File: src/rtl/dmem_bus_pkg.sv
// Shared types and defaults for the data-side bus bridge.
package dmem_bus_pkg;

  typedef enum logic [1:0] {
    ST_IDLE,
    ST_ACCESS,
    ST_WAIT,
    ST_DONE
  } state_t;

  typedef enum logic [1:0] {
    REG_DMEM,
    REG_MMIO,
    REG_NONE
  } region_t;

  localparam logic [31:0] DEFAULT_DATA_BASE = 32'h1001_0000;
  localparam logic [31:0] DEFAULT_MMIO_BASE = 32'h1002_0000;
  localparam int unsigned WAIT_CNT_W        = 4;

endpackage

File: src/rtl/mmio_regfile.sv
// Bank of memory-mapped output registers with one write port and a read mux.
module mmio_regfile #(
  parameter  int N_REGS = 3,
  parameter  int REG_W  = 8,
  localparam int IDX_W  = (N_REGS > 1) ? $clog2(N_REGS) : 1
) (
  input  logic                    i_clk,
  input  logic                    i_reset,
  input  logic                    i_we,
  input  logic [IDX_W-1:0]        i_widx,
  input  logic [REG_W-1:0]        i_wdata,
  input  logic [IDX_W-1:0]        i_ridx,
  output logic [REG_W-1:0]        o_rdata,
  output logic [N_REGS*REG_W-1:0] o_regs
);

  logic [REG_W-1:0] r_regs [N_REGS];

  // Registers clear on reset; an in-range write updates one register.
  always_ff @(posedge i_clk) begin
    if (i_reset) begin
      for (int k = 0; k < N_REGS; k++) r_regs[k] <= '0;
    end else if (i_we && (32'(i_widx) < N_REGS)) begin
      r_regs[i_widx] <= i_wdata;
    end
  end

  // Read mux; out-of-range indices read as zero.
  always_comb begin
    o_rdata = '0;
    if (32'(i_ridx) < N_REGS) o_rdata = r_regs[i_ridx];
  end

  // Flatten the bank onto the display output bus.
  always_comb begin
    o_regs = '0;
    for (int k = 0; k < N_REGS; k++) o_regs[k*REG_W +: REG_W] = r_regs[k];
  end

endmodule

File: src/rtl/dmem_bus_bridge.sv
// CPU data-port bridge: decodes DMEM/MMIO regions, sequences DMEM accesses
// with optional wait states, stalls the core until done, flags unmapped hits.
module dmem_bus_bridge
  import dmem_bus_pkg::*;
#(
  parameter logic [31:0] DATA_BASE   = DEFAULT_DATA_BASE,
  parameter int          DMEM_DEPTH  = 2048,
  parameter logic [31:0] MMIO_BASE   = DEFAULT_MMIO_BASE,
  parameter int          N_MMIO      = 3,
  parameter int          MMIO_W      = 8,
  parameter int          WAIT_CYCLES = 0,
  localparam int         ADDR_W      = $clog2(DMEM_DEPTH),
  localparam int         IDX_W       = (N_MMIO > 1) ? $clog2(N_MMIO) : 1
) (
  input  logic                     i_clk_in,
  input  logic                     i_reset,
  input  logic                     i_cpu_ena,
  input  logic                     i_cpu_r,
  input  logic                     i_cpu_w,
  input  logic [31:0]              i_cpu_addr,
  input  logic [31:0]              i_cpu_wdata,
  input  logic [3:0]               i_cpu_be,
  output logic [31:0]              o_cpu_rdata,
  output logic                     o_cpu_stall,
  output logic                     o_bus_err,
  output logic                     o_mem_ena,
  output logic                     o_mem_w,
  output logic [ADDR_W-1:0]        o_mem_addr,
  output logic [31:0]              o_mem_wdata,
  output logic [3:0]               o_mem_be,
  input  logic [31:0]              i_mem_rdata,
  output logic [N_MMIO*MMIO_W-1:0] o_mmio_out
);

  localparam logic [32:0] DMEM_BYTES = 33'(DMEM_DEPTH) * 33'd4;
  localparam logic [32:0] MMIO_BYTES = 33'(N_MMIO) * 33'd4;

  state_t                r_state;
  state_t                w_nextState;
  region_t               r_region;
  region_t               w_region;
  logic                  r_isWrite;
  logic [ADDR_W-1:0]     r_memIdx;
  logic [IDX_W-1:0]      r_mmioIdx;
  logic [31:0]           r_wdata;
  logic [3:0]            r_be;
  logic [WAIT_CNT_W-1:0] r_waitCnt;

  logic                  w_req;
  logic [31:0]           w_dmemOff;
  logic [31:0]           w_mmioOff;
  logic                  w_mmioWe;
  logic [MMIO_W-1:0]     w_mmioRdata;

  assign w_req     = i_cpu_ena & (i_cpu_r | i_cpu_w);
  assign w_dmemOff = i_cpu_addr - DATA_BASE;
  assign w_mmioOff = i_cpu_addr - MMIO_BASE;
  assign w_mmioWe  = (r_state == ST_IDLE) & w_req & (w_region == REG_MMIO)
                     & i_cpu_w & i_cpu_be[0];

  // Region decode; offsets below a base wrap to large values and fall outside.
  always_comb begin
    w_region = REG_NONE;
    if ({1'b0, w_dmemOff} < DMEM_BYTES)      w_region = REG_DMEM;
    else if ({1'b0, w_mmioOff} < MMIO_BYTES) w_region = REG_MMIO;
  end

  // State register.
  always_ff @(posedge i_clk_in) begin
    if (i_reset) r_state <= ST_IDLE;
    else         r_state <= w_nextState;
  end

  // Next-state logic; DONE always returns to IDLE so a held request restarts there.
  always_comb begin
    w_nextState = r_state;
    case (r_state)
      ST_IDLE:   if (w_req) w_nextState = (w_region == REG_DMEM) ? ST_ACCESS : ST_DONE;
      ST_ACCESS: w_nextState = (WAIT_CYCLES > 0) ? ST_WAIT : ST_DONE;
      ST_WAIT:   if (r_waitCnt == '0) w_nextState = ST_DONE;
      ST_DONE:   w_nextState = ST_IDLE;
      default:   w_nextState = ST_IDLE;
    endcase
  end

  // Capture the request when accepted so it completes even if the core drops it.
  always_ff @(posedge i_clk_in) begin
    if (i_reset) begin
      r_region  <= REG_NONE;
      r_isWrite <= 1'b0;
      r_memIdx  <= '0;
      r_mmioIdx <= '0;
      r_wdata   <= '0;
      r_be      <= '0;
    end else if ((r_state == ST_IDLE) && w_req) begin
      r_region  <= w_region;
      r_isWrite <= i_cpu_w;
      r_memIdx  <= w_dmemOff[ADDR_W+1:2];
      r_mmioIdx <= w_mmioOff[IDX_W+1:2];
      r_wdata   <= i_cpu_wdata;
      r_be      <= i_cpu_be;
    end
  end

  // Wait-state counter, loaded as the DMEM access cycle ends.
  always_ff @(posedge i_clk_in) begin
    if (i_reset) begin
      r_waitCnt <= '0;
    end else if (r_state == ST_ACCESS) begin
      r_waitCnt <= (WAIT_CYCLES > 0) ? WAIT_CNT_W'(WAIT_CYCLES - 1) : '0;
    end else if ((r_state == ST_WAIT) && (r_waitCnt != '0)) begin
      r_waitCnt <= r_waitCnt - 1'b1;
    end
  end

  mmio_regfile #(
    .N_REGS (N_MMIO),
    .REG_W  (MMIO_W)
  ) u_mmio (
    .i_clk   (i_clk_in),
    .i_reset (i_reset),
    .i_we    (w_mmioWe),
    .i_widx  (w_mmioOff[IDX_W+1:2]),
    .i_wdata (i_cpu_wdata[MMIO_W-1:0]),
    .i_ridx  (r_mmioIdx),
    .o_rdata (w_mmioRdata),
    .o_regs  (o_mmio_out)
  );

  // Core-side and DMEM-side outputs; reset blocks any DMEM commit on its edge.
  always_comb begin
    o_cpu_stall = ((r_state != ST_IDLE) && (r_state != ST_DONE))
                  || ((r_state == ST_IDLE) && w_req);
    o_mem_ena   = (r_state == ST_ACCESS) && !i_reset;
    o_mem_w     = o_mem_ena && r_isWrite;
    o_mem_addr  = r_memIdx;
    o_mem_wdata = r_wdata;
    o_mem_be    = r_be;
    o_bus_err   = (r_state == ST_DONE) && (r_region == REG_NONE);
    o_cpu_rdata = '0;
    if ((r_state == ST_DONE) && !r_isWrite) begin
      if (r_region == REG_DMEM)      o_cpu_rdata = i_mem_rdata;
      else if (r_region == REG_MMIO) o_cpu_rdata = 32'(w_mmioRdata);
    end
  end

endmodule

File: config.mk
export PLATFORM = sky130hd
export DESIGN_NAME = dmem_bus_bridge
export DESIGN_NICKNAME = d
export VERILOG_FILES = /design/src/rtl/dmem_bus_pkg.sv /design/src/rtl/mmio_regfile.sv /design/src/rtl/dmem_bus_bridge.sv
export SDC_FILE = /design/constraint.sdc
export NUM_CORES = 1
export LEC_CHECK = 0
export ABC_AREA = 1
export CORE_MARGIN = 3
export CORE_UTILIZATION = 40
export DETAILED_ROUTE_END_ITERATION = 8
export DONT_BUFFER_PORTS = 1
export SYNTH_ARGS = -nofsm -noshare
export SYNTH_HDL_FRONTEND = slang
export SYNTH_SLANG_ARGS = --single-unit
File: constraint.sdc
create_clock -name i_clk_in -period 6.98 [get_ports i_clk_in]
set_input_delay 2.094 -clock i_clk_in [delete_from_list [all_inputs] [get_ports i_clk_in]]
set_output_delay 2.094 -clock i_clk_in [all_outputs]
set_load 0.05 [all_outputs]
==> impl_results.md <==
- Fraction of layout instances using a drive strength above 1: 0.0571
- Max-cap violation count: 0
- Total standard cell area after synthesis: 0.00451 mm^2
- Sequential element share of the synthesized area: 0.470
- Delay of the slowest critical-path stage: 0.90 ns
- Maximum clock insertion buffer count: 2
- Max-slew violations: 0
- Worst endpoint data arrival time: 3.04 ns
- IO Count: 212
- Relative area change from synthesis to final layout: 9.37%
- Net count, final: 722
- Post-synthesis area per instance: 7.32 um^2
- Relative slew slack: 0.250
- Antenna diodes: 0
- Overflow left after global routing: 0
- Initial standard-cell utilization of the core: 0.413
- Slack of the critical path: 1.85 ns
- Most area-consuming cells after synthesis: dfxtp_1, edfxtp_1, nand2_1, nor2_1, a21oi_1
- Global-route total usage across every layer: 0.182
- Top-area cell type share of the netlist area: 0.257
- Kind of critical path: input port to output port
- Area enclosed by the die boundary: 0.0126 mm^2
- Setup violators final: 0
- Vias after detailed routing: 3928
- Vias in the first global route: 3605
- Simple logic cell fraction of the synthesized area: 0.311
- Hold Crit Start: r_waitCnt[0]
- CP max FO: 1
- CP startpoint kind: input port
- Core Box Area: 0.0109 mm^2
- DPL Wire Length: 9.01 mm
- Share of the cycle needed by the critical path after routing: 0.735
- Worst setup slack after placement: 1.83 ns
- Top FF cell, synth: dfxtp_1
- Synth cell types: 31
- Minimum period implied by the final worst setup slack: 5.13 ns
- Transition time at the pin with the least slew margin: 1.12 ns
- Number of detailed-route iterations in the first pass: 4
- Cell type group with the largest total delay on the critical path: compound AO/OA/AOI/OAI gates
- Root cell of the clock tree: clkbuf_16
- Class of the tightest hold or removal check: flop to flop
- Yosys top cell by area: dfxtp_1
- Status: completed
- Max VDD drop: 0.146 mV
- Total DRC errors in the routed layout: 0
- CTS-repair resized insts: 0
- CP cell instances: nand2_1, a21oi_1
- Number of clock buffers inserted by TritonCTS: 9
- Clock transition at the registers of the reported paths: 0.07 ns
- Multiplexer share of the synthesized area: 0
- Y dimension of the die: 112 um
- DR WL/cell: 16.0 um
- Number of buffers and inverters on the critical path: 0
- Pwr Density: 284 mW/mm^2
- Worst EP required: 4.89 ns
- First-pass GRT wire length: 18.3 mm
- H-tree level count: 3
- Dominant combinational cell family by area after synthesis: simple AND/OR/NAND/NOR gates
- Async set or reset register ratio after synthesis: 0
- Number of core rows: 38
- Aggregate routed wire length: 12.0 mm
- Count of buffers from port buffering: 0
- Maximum operating frequency: 0.195 GHz
- R2R setup slack: 4.60 ns
- Post-CTS setup repair buffer count: 0
- Number of antenna violations at the first check in global routing: 0
- Fraction of synthesized cell area in xor and xnor cells: 0.00388
- Leakage power: 1.93 nW
- Clock latency on the worst-skew pair: 0.34 ns
- Cell count after synthesis: 616
- Largest net degree at the start of global routing: 62
- Synth cell count leaders: nand2_1, nor2_1, a21oi_1
- Synth Area in Adders: 0.0250
- Number of buffers inserted by hold repair at cts: 0
- Post-synthesis compound-gate area fraction: 0.124
- Weighted congestion at the end of routability-driven global placement: 0.878
- Clk sink count: 90
- Yosys warns: 0
- Horizontal extent of the die: 112 um
- Launching instance or port of the critical path: i_mem_rdata[4]
- Iter 0 DRT Violations: 166
- Vias per Instance: 5.22
- Crit. End Element: output port
- Fin Clk Skew: 0.00656 ns
- ANT nets after route: 0
- CTS tree: done
- Slowest-stage cell, CP: a21oi_1
- Unrepaired setup endpoints after global routing: no
- Top-count cell post-synth: nand2_1
- Count of flip-flops with a built-in enable after synthesis: 32
- Launch instance of the worst register-to-register path: r_state[0]
- Fin Setup TNS: 0 ns
- Count of state elements after synthesis: 90
- Final number of hold-violating endpoints: 0
## path summary, 6_finish.rpt
kind                               to  depth (start not counted)
setup / recovery       o_cpu_rdata[4]                          2
hold / removal           r_waitCnt[0]                          2
setup reg to reg  u_mmio.r_regs[0][0]                          7
hold reg to reg          r_waitCnt[0]                          2
## sequential cells by signal (all words and copies together) (netlist names), named ones only
name           cells
u_mmio.r_regs     32
r_isWrite          1
r_state            2
o_mem_wdata       32
r_region           2
o_mem_be           4
o_mem_addr        11
r_waitCnt          4
## layout make-up
type / instances / area [um^2]
fillers: 1106 / 6000
multi-input cells: 456 / 2130
flip-flops and latches: 90 / 2120
clock buffers: 10 / 239
inverters: 49 / 184
well taps: 140 / 175
clock inverters: 6 / 70.1
repair buffers: 2 / 15.0
## placed cells by master (no fill, tap or decap)
| master | netlist | routed |
|---|---|---|
| nand4_1 | 1 | 1 |
| nand3_2 | 1 | 1 |
| nor3_1 | 3 | 2 |
| nor2_8 | 1 | 1 |
| nor3b_1 | 2 | 2 |
| o21ai_1 | 0 | 1 |
| nand4_4 | 3 | 3 |
| clkinv_4 | 0 | 1 |
| nand2_2 | 1 | 1 |
| nand3_1 | 22 | 22 |
| inv_2 | 2 | 3 |
| inv_6 | 0 | 2 |
| inv_4 | 0 | 1 |
| clkbuf_8 | 0 | 1 |
| nand2_1 | 175 | 175 |
| o21ai_0 | 27 | 26 |
| o211ai_1 | 1 | 1 |
| edfxtp_1 | 32 | 32 |
| nor2_4 | 3 | 3 |
| xor2_1 | 2 | 2 |
| dfxtp_1 | 58 | 58 |
| clkinvlp_4 | 0 | 1 |
| conb_1 | 1 | 8 |
| a21oi_1 | 68 | 68 |
| ha_1 | 9 | 9 |
| o32ai_1 | 8 | 8 |
| nor2_1 | 115 | 114 |
| a211oi_1 | 1 | 1 |
| inv_1 | 46 | 46 |
| and2_1 | 1 | 1 |
| nand3b_1 | 1 | 1 |
| clkbuf_16 | 0 | 9 |
| nor3_2 | 0 | 1 |
| buf_4 | 0 | 2 |
| bufinv_16 | 0 | 1 |
| nor2_2 | 2 | 3 |
| or2_2 | 1 | 1 |
## layer usage
layer  wire, um  GRT usage  vias to the layer above
li1           -          -                     1960
met1       4930      0.217                     1800
met2       5840      0.310                      150
met3       1080     0.0663                       18
met4        174     0.0537                        0
met5          0          0                        -
## metrics by stage
stage	std cells	utilization	hold slack (ns)	area, um^2	power, mW
CTS	753	0.451	0.470	4930	1.41
global route	753	0.451	0.513	4930	1.46
finish	753	0.451	0.465	4930	1.40
floorplan	623	-	0.440	4540	0.871
detailed placement	737	0.423	0.459	4630	0.913
global placement	737	0.423	0.451	4630	0.906
## cell families (layout without fill, tap and decap cells)
| kind of cell | Yosys count | count (layout) |
|---|---|---|
| AND/OR/NAND/NOR | 332 | 332 |
| AO/OA/AOI/OAI | 105 | 105 |
| flip-flops | 90 | 90 |
| buffers and inverters | 77 | 67 |
| adder cells (fa/ha/maj) | 9 | 9 |
| XOR/XNOR | 2 | 2 |
| other | 1 | 8 |
## report_power, final
part	leakage (nW)	internal, mW	switching [mW]
logic	0.982	0.0510	0.130
clock network	0.150	0.291	0.208
registers	0.800	0.582	0.137
total	1.93	0.923	0.476
(Power assumes the default switching activity.)
==> edit: new RTL, same flow settings <==
`N_MMIO`: 3 -> 6.
--- a/src/rtl/dmem_bus_bridge.sv
+++ b/src/rtl/dmem_bus_bridge.sv
@@ -8,3 +8,3 @@
   parameter logic [31:0] MMIO_BASE   = DEFAULT_MMIO_BASE,
-  parameter int          N_MMIO      = 3,
+  parameter int          N_MMIO      = 6,
   parameter int          MMIO_W      = 8,
Ports: changed (resized o_mmio_out); port bits go from 212 to 236. The function was not compared with the original's and may differ.
==> edit against the unedited design <==
  * Via count rose by 24%
  * Power is 46% higher
  * Global-route usage up 1.4 points
  * Setup slack got worse by 130 ps
  * Critical path type is now reg -> out
  * Cell area is 38% higher
  * Worst hold slack worse by 10 ps
  * Sequential cell count rose by 33
  * Synthesized area grew 34%
  * Utilization is 1.5 points higher
  * Die area grew 32%
  * Largest power group unchanged
  * Final cell count up 24%
  * Routed wire length increased by 38%
==> edit: results (changes against the unedited design) <==
qor: layout.instances_no_fill 931 [was 753]
qor: pwr.static-leakage-power 2.52 nW [was 1.93 nW]
qor: place.final_weighted_congestion_in_routability_driven_placement 0.865 [was 0.878]
qor: hold_path.timing.hold.worst.start r_isWrite$_SDFFE_PP0P_ [was r_waitCnt[0]$_SDFFE_PP0P_]
qor: critical_path.critPathMaxStageDelay 970 ps [was 900 ps]
qor: critical_path.worst_path_max_delay_cell sky130_fd_sc_hd__dfxtp_1 [was sky130_fd_sc_hd__a21oi_1]
qor: detailed_routing.total_iterations_of_the_first_detailed_routing_run 5 [was 4]
qor: floorplanning.x_dimension_of_the_die 129 µm [was 112 µm]
qor: synthesis.ys_seq_area_frac 0.514 [was 0.470]
qor: critical_path.r2r_cells 9 [was 7]
qor: synthesis.synth.distinct_cells 37 [was 31]
qor: layout.multi_input_comb_area 2660 µm² [was 2130 µm²]
qor: timing.skew 6.95 ps [was 6.56 ps]
qor: synthesis.synth_top_flop_cell sky130_fd_sc_hd__edfxtp_1 [was sky130_fd_sc_hd__dfxtp_1]
qor: layout.clkCellAreaFrac 0.0850 [was 0.0626]
qor: layout.final-seq-area 3100 µm² [was 2120 µm²]
qor: synthesis.synth-adder-area-share 0.0186 [was 0.0250]
qor: layout.nonClockInverterCount 55 [was 49]
qor: pwr.irDropWorstVdd 203 µV [was 146 µV]
qor: global_route.grt.met3_usage 0.102 [was 0.0663]
qor: global_route.wire_length_of_the_first_global_routing_pass 25.0 mm [was 18.3 mm]
qor: clocking.cts.htree.levels 4 [was 3]
qor: synthesis.ys_ff_latch 123 [was 90]
qor: detailed_routing.detailroute.wirelength.met2 8.11 mm [was 5.84 mm]
qor: detailed_routing.routed_len_inst 17.8 µm [was 16.0 µm]
qor: synthesis.synth.cells.most_frequent 182 x sky130_fd_sc_hd__nand2_1, 120 x sky130_fd_sc_hd__nor2_1, 64 x sky130_fd_sc_hd__edfxtp_1, 63 x sky130_fd_sc_hd__a21oi_1, 59 x sky130_fd_sc_hd__dfxtp_1 [was 175 x sky130_fd_sc_hd__nand2_1, 115 x sky130_fd_sc_hd__nor2_1, 68 x sky130_fd_sc_hd__a21oi_1, 58 x sky130_fd_sc_hd__dfxtp_1, 46 x sky130_fd_sc_hd__inv_1]
qor: layout.drive_gt1_frac 0.0964 [was 0.0571]
qor: detailed_routing.detailroute.wirelength.met3 1.97 mm [was 1.08 mm]
qor: outcome.run_status complete, no violations [unchanged]
qor: place.dpl_cell_area 6250 µm² [was 4630 µm²]
qor: global_route.global_route.usage.met1 0.229 [was 0.217]
qor: layout.clkbuf_count 23 [was 10]
qor: global_route.use_met2 0.317 [was 0.310]
qor: synthesis.postSynthAreaPerCell 8.31 µm² [was 7.32 µm²]
qor: global_route.grt_pass1_vias 4769 [was 3605]
-- edit: how the worst max path moves through the flow --
stage                               from             end  slack (ps)  cells past startpoint
after global placement    i_mem_rdata[2]  o_cpu_rdata[2]        1870                      2
after detailed placement  i_mem_rdata[7]  o_cpu_rdata[7]        1870                      2
after floorplan                  i_reset         o_mem_w        1450                      2
final                           register  o_cpu_rdata[5]        1710                      5
after CTS                       register  o_cpu_rdata[0]        1610                      5
after global routing            register  o_cpu_rdata[0]        1370                      5
-- edit: metrics by stage --
stage	total power [mW]	hold WS [ps]
final	2.04	455
after detailed placement	1.20	450
after floorplan	1.15	440
after global routing	2.12	481
after CTS	2.06	458
after global placement	1.20	449
-- edit: where the power goes --
group | total, mW | switching (mW) | leakage (nW) | internal, mW
clock | 0.853 | 0.315 | 0.291 | 0.538
combinational | 0.206 | 0.145 | 1.11 | 0.0614
sequential | 0.979 | 0.173 | 1.12 | 0.806
total | 2.04 | 0.633 | 2.52 | 1.41
